<file path="config.mk">
export PLATFORM = sky130hd
export DESIGN_NAME = mac_ifm_feeder
export DESIGN_NICKNAME = d
export VERILOG_FILES = /design/src/rtl/mac_ifm_feeder.sv
export SDC_FILE = /design/constraint.sdc
export NUM_CORES = 2
export LEC_CHECK = 0
export ABC_AREA = 1
export CAP_MARGIN = 20
export CORE_AREA = 4 4 501 503
export CTS_BUF_LIST = sky130_fd_sc_hd__clkbuf_2 sky130_fd_sc_hd__clkbuf_4 sky130_fd_sc_hd__clkbuf_8
export CTS_CLUSTER_DIAMETER = 150
export DETAILED_ROUTE_END_ITERATION = 7
export DIE_AREA = 0 0 505 507
export SLEW_MARGIN = 30
export SYNTH_ARGS = -nofsm -noshare
export SYNTH_HDL_FRONTEND = slang
export SYNTH_SLANG_ARGS = --single-unit
</file>
<file path="constraint.sdc">
create_clock -name clk -period 2.5 [get_ports clk]
set_clock_uncertainty 0.2 [all_clocks]
set_input_delay 0.375 -clock clk [delete_from_list [all_inputs] [get_ports clk]]
set_output_delay 0.375 -clock clk [all_outputs]
set_load 0.05 [all_outputs]
</file>
<file path="src/rtl/mac_ifm_feeder.sv">
// MAC lane input-feature-map feeder: chunks a job into 64-element beats tagged with
// element-valid mask and inter/accum end flags. Optional build macro MAC_IFM_ZERO_MASK_EN.

package mac_pkg;
   localparam int MAC_W_ELEMENT = 9;
   localparam int MAC_N_ELEMENT = 64;

   typedef struct packed {
      logic [MAC_W_ELEMENT*MAC_N_ELEMENT-1:0] data;
      logic [MAC_N_ELEMENT-1:0]               data_element_valid;
      logic                                   inter_end;
      logic                                   accum_end;
   } mac_lane_ifm_port;
endpackage

module mac_ifm_feeder
   import mac_pkg::*;
#(
   parameter int CNT_W = 16
) (
   input  logic                            clk,
   input  logic                            rst,
   input  logic                            start,
   input  logic [CNT_W-1:0]                cfg_chunk_num,
   input  logic [6:0]                      cfg_last_elem,
   input  logic [CNT_W-1:0]                cfg_inter_num,
   input  logic [CNT_W-1:0]                cfg_accum_num,
   input  logic                            in_valid,
   output logic                            in_ready,
   input  logic [MAC_W_ELEMENT*64-1:0]     in_data,
   output logic                            out_valid,
   input  logic                            out_ready,
   output mac_lane_ifm_port                out_ifm,
   output logic                            busy,
   output logic                            done
);

   typedef enum logic [1:0] {IDLE, RUN, FLUSH} state_t;

   state_t            state;
   logic [CNT_W-1:0]  chunk_lim, inter_lim, accum_lim;
   logic [CNT_W-1:0]  chunk_cnt, inter_cnt, accum_cnt;
   logic [6:0]        last_elem;
   logic              last_chunk, last_inter, last_accum;
   logic              in_hs;
   mac_lane_ifm_port  beat_nxt;
   mac_lane_ifm_port  ifm_p0;
   logic              vld_p0;

   function automatic logic [CNT_W-1:0] eff_cnt(input logic [CNT_W-1:0] v);
      return (v == '0) ? CNT_W'(1) : v;
   endfunction

   function automatic logic [6:0] eff_last(input logic [6:0] v);
      return (v == 7'd0 || v > 7'd64) ? 7'd64 : v;
   endfunction

   function automatic logic [63:0] tail_mask(input logic [6:0] n);
      logic [63:0] m;
      for (int i = 0; i < 64; i++) begin
         m[i] = (7'(i) < n);
      end
      return m;
   endfunction

   function automatic logic [MAC_W_ELEMENT*64-1:0] zero_masked(
      input logic [MAC_W_ELEMENT*64-1:0] d,
      input logic [63:0]                 m
   );
      logic [MAC_W_ELEMENT*64-1:0] r;
      r = d;
      for (int i = 0; i < 64; i++) begin
         if (!m[i]) begin
            r[i*MAC_W_ELEMENT +: MAC_W_ELEMENT] = '0;
         end
      end
      return r;
   endfunction

   assign last_chunk = (chunk_cnt == chunk_lim - CNT_W'(1));
   assign last_inter = (inter_cnt == inter_lim - CNT_W'(1));
   assign last_accum = (accum_cnt == accum_lim - CNT_W'(1));

   assign in_ready = (state == RUN) & (~vld_p0 | out_ready);
   assign in_hs    = in_valid & in_ready;

   // Beat formed from the incoming chunk and the current loop position
   always_comb begin
      beat_nxt                    = '0;
      beat_nxt.data_element_valid = last_chunk ? tail_mask(last_elem) : '1;
      beat_nxt.inter_end          = last_chunk;
      beat_nxt.accum_end          = last_chunk & last_inter;
`ifdef MAC_IFM_ZERO_MASK_EN
      beat_nxt.data               = zero_masked(in_data, beat_nxt.data_element_valid);
`else
      beat_nxt.data               = in_data;
`endif
   end

   always_ff @(posedge clk) begin
      if (rst) begin
         state     <= IDLE;
         chunk_lim <= CNT_W'(1);
         inter_lim <= CNT_W'(1);
         accum_lim <= CNT_W'(1);
         last_elem <= 7'd64;
         chunk_cnt <= '0;
         inter_cnt <= '0;
         accum_cnt <= '0;
         vld_p0    <= 1'b0;
         ifm_p0    <= '0;
      end else begin
         case (state)
            IDLE: begin
               if (start) begin
                  chunk_lim <= eff_cnt(cfg_chunk_num);
                  inter_lim <= eff_cnt(cfg_inter_num);
                  accum_lim <= eff_cnt(cfg_accum_num);
                  last_elem <= eff_last(cfg_last_elem);
                  chunk_cnt <= '0;
                  inter_cnt <= '0;
                  accum_cnt <= '0;
                  state     <= RUN;
               end
            end
            RUN: begin
               if (in_hs) begin
                  if (last_chunk) begin
                     chunk_cnt <= '0;
                     if (last_inter) begin
                        inter_cnt <= '0;
                        accum_cnt <= last_accum ? '0 : accum_cnt + CNT_W'(1);
                     end else begin
                        inter_cnt <= inter_cnt + CNT_W'(1);
                     end
                  end else begin
                     chunk_cnt <= chunk_cnt + CNT_W'(1);
                  end
                  if (last_chunk && last_inter && last_accum) begin
                     state <= FLUSH;
                  end
               end
            end
            FLUSH: begin
               if (vld_p0 && out_ready) begin
                  state <= IDLE;
               end
            end
            default: state <= IDLE;
         endcase

         // Output register stage p0: a load may coincide with the drain of the held beat
         if (in_hs) begin
            ifm_p0 <= beat_nxt;
            vld_p0 <= 1'b1;
         end else if (out_ready) begin
            vld_p0 <= 1'b0;
         end
      end
   end

   assign out_ifm   = ifm_p0;
   assign out_valid = vld_p0;
   assign busy      = (state != IDLE);
   assign done      = (state == FLUSH) & vld_p0 & out_ready;

endmodule

</file>
==> impl_metrics.ini <==
[global_route]
grt_antenna_before_repair = 53
grt_max_degree = 125
grt_pass1_vias = 35428
track_usage = 0.154
grt-ovfl-total = 0
grt_first_pass_wirelength_mm = 280

[worst_setup_path]
crit_end = done
cp-startpoint = state[1]$_SDFFE_PP0P_
path_max_fanout = 2
slowest_stage = dfxtp_4
endpoint_kind = output port
rrSetupSlack_ns = 0.05
critical_path_required_ns = 1.92
worstPathCellList = inv_4, nor4_4, buf_4, buf_12
regToRegEndpoint = inter_cnt[15]$_SDFFE_PP0P_
arrival_ns = 1.91
r2r-start = chunk_lim[1]$_SDFFE_PP0P_
reg2regPathDepth = 17
path_class = reg -> out
slowest_delay_ns = 0.37
cp-start-kind = flip-flop

[sta]
setup_viol = 0
min_period_ns = 2.48
rsz0062_at_grt = yes
period_share = 0.992
tightest_slew_ns = 0.803
slew_violations = 0
relSlewSlack = 0.464
setup_ws_ns = 0.0196
hold_viol_final = 0
max_freq_ghz = 0.403

[route]
num_vias = 35802
vias_per_cell = 3.79
wl_per_cell_um = 22.0
drc = 0
drtIter0Drc = 2471
wl_mm = 208
postRouteAntennaNets = 0
first_pass_iters = 5

[place]
pre_cts_ws_ns = -0.233
port_buffers = 1281
gp_congestion = 0.947
dpl.hpwl_mm = 167

[power_and_ir_drop]
switching_share = 0.424
p_per_area_nw_per_um2 = 860
intPower_mw = 28.5
p_leak_nw = 21.9
p_comb_frac = 0.408
ir_drop_v = 0.000464
clkPwrFrac = 0.291
power_frac_seq = 0.301
power_switching_mw = 21.0

[yosys]
synth-compound-area-share = 0.144
synth_simple_gate_area_frac = 0.266
synth_xor_xnor_area_share = 0.0247
synth_top_family_by_area = simple AND/OR/NAND/NOR gates
synth_adder_area_share = 0.00255
synth.avg_cell_area_sq_um = 7.27
ys_types = 41
netlist_instances = 4056
synth_area_sq_um = 29500
yosysSeqAreaShare = 0.508
synthMuxAreaShare = 0
syn-num-nets = 4698
yosys_register_bits = 748
ys_warn_count = 0

[cts]
path_clk_slew_ns = 0.06
cts_root_buf = clkbuf_8
cts.path.max_buffers = 3
cts_buffers = 151
clock_latency_ns = 0.91
cts_tree = yes
clock_sinks = 748
htreeDepth = 4

[finish]
final_common_cell = nand2_1
fin_util = 0.234
layout_common_cells = 1,629 x nand2_1, 738 x dfxtp_1, 694 x a21oi_1, 634 x clkdlybuf4s50_1, 632 x dlygate4sd3_1
nFillCells = 26924
syn_to_final_growth_pct = 95.4
nets = 6743
layout-drive-gt1-share = 0.190

[floorplan]
io_pins = 1282
start_util = 0.120
chipWidth_um = 505
core-area_sq_um = 246000
die_h_um = 507
die_area_sq_um = 256000
rows = 182

[worst_hold_path]
hp-class = in -> reg

[flow_run]
cap_violations = 0

[run_status]
outcome = completed
[routing by layer]
layer | up-vias | wire [um] | GRT usage
met3 | 327 | 19100 | 0.0567
met2 | 1476 | 93500 | 0.244
met1 | 16831 | 88000 | 0.190
met4 | 16 | 7400 | 0.0548
met5 | - | 96 | 0
li1 | 17152 | - | -
[sequential cells by signal, summed over array words and instances (netlist names)]
name / cells
accum_cnt: 16
inter_lim: 16
inter_cnt: 16
out_ifm: 642
state: 2
chunk_cnt: 16
accum_lim: 16
last_elem: 7
chunk_lim: 16
out_valid: 1
[critical path: cells and delay by family (launching register included)]
kind | cells | cell delay, ns
buffers and inverters | 3 | 0.34
flip-flops | 1 | 0.37
AND/OR/NAND/NOR | 1 | 0.26
[area by class of cell]
type                       count  area, sq um  share of cell area
antenna                       21         52.6            0.000913
clock buffer                 218         2790              0.0485
timing repair buffer        2154        21300               0.370
inverter                     140          561             0.00973
multi-input combinational   2905        13300               0.231
clock inverter                44          564             0.00980
tap                         3220         4030              0.0700
timing repair inverter         1         8.76            0.000152
sequential                   748        15000               0.260
[power groups by stage]
stage	Clock, mW	Sequential [mW]	Combinational (mW)
after floorplan	0	19.6	5.51
after global placement	0	15.0	19.0
after detailed placement	0	15.0	19.0
after CTS	15.0	14.8	19.8
after global routing	15.5	15.1	21.4
final	14.4	14.9	20.2
[repair_timing]
item	4_1_cts	5_1_grt
cloned	0	5
buffers inserted	4	8
endpoints found under the hold margin	710	0
gates resized for setup	1060	140
hold buffers	632	0
endpoints found under the setup margin	413	104
pin swaps	5	33
[synthesized netlist by cell type]
cell | count | area, sq um
nor3_2 | 1 | 10.0
nor2_4 | 4 | 45.0
o21ai_1 | 1 | 5.00
nand2_8 | 1 | 20.0
or2_2 | 1 | 6.26
inv_1 | 137 | 514
and3_1 | 1 | 6.26
xor2_1 | 59 | 517
nand3_1 | 59 | 295
a211oi_1 | 16 | 120
a21oi_1 | 714 | 3570
ha_1 | 6 | 75.1
a31oi_1 | 6 | 37.5
clkinv_4 | 1 | 8.76
nand2_4 | 4 | 45.0
nor2_8 | 2 | 40.0
and2_1 | 2 | 12.5
nand2_2 | 3 | 18.8
nand4_1 | 13 | 81.3
nand3b_1 | 14 | 105
buf_1 | 4 | 15.0
buf_2 | 46 | 230
nor3_1 | 27 | 135
dfxtp_1 | 748 | 15000
buf_4 | 2 | 15.0
clkbuf_1 | 207 | 777
clkinv_1 | 1 | 3.75
o21ai_0 | 97 | 485
buf_6 | 4 | 45.0
nand2_1 | 1647 | 6180
nor4_1 | 18 | 113
or2_0 | 1 | 6.26
nor2_2 | 8 | 50.1
nor2_1 | 170 | 638
o211ai_1 | 1 | 7.51
nand3_2 | 1 | 10.0
o22ai_1 | 2 | 12.5
xnor2_1 | 24 | 210
inv_4 | 1 | 6.26
nor3b_1 | 1 | 7.51
o21bai_1 | 1 | 7.51
[cell families after synthesis]
group / after synthesis
AOI/OAI and AO/OA: 838
DFF: 748
and+or+nand+nor: 1978
adders and majority gates: 6
xor gates and xnor gates: 83
buffers and inverters: 403
[how the worst min path moves through the flow]
stage	from	to	slack, ns	cells after the start
after floorplan	accum_lim[15]$_SDFFE_PP0P_	accum_lim[15]$_SDFFE_PP0P_	0.26	2
after global placement	out_ifm[351]$_SDFFE_PP0P_	out_ifm[351]$_SDFFE_PP0P_	0.25	2
after detailed placement	out_ifm[134]$_SDFFE_PP0P_	out_ifm[134]$_SDFFE_PP0P_	0.25	2
after CTS	out_ready	out_valid$_SDFFE_PP0P_	0.02	5
after global routing	out_ready	out_valid$_SDFFE_PP0P_	0.08	5
final	out_ready	out_valid$_SDFFE_PP0P_	0.16	5
[stage by stage]
step / power (mW) / cells / TNS, ns / hold slack (ns) / area (sq um)
final: 49.5 / 9451 / 0 / 0.165 / 57600
after global routing: 51.9 / 9447 / -2.64 / 0.0765 / 57600
after CTS: 49.6 / 9417 / -0.496 / 0.0210 / 56900
after detailed placement: 34.0 / 8519 / -67.90 / 0.254 / 46900
after global placement: 34.0 / 8519 / -77.67 / 0.250 / 46900
after floorplan: 25.2 / 4056 / 0 / 0.259 / 29500
Note: power is estimated with default switching activity, not from simulation.
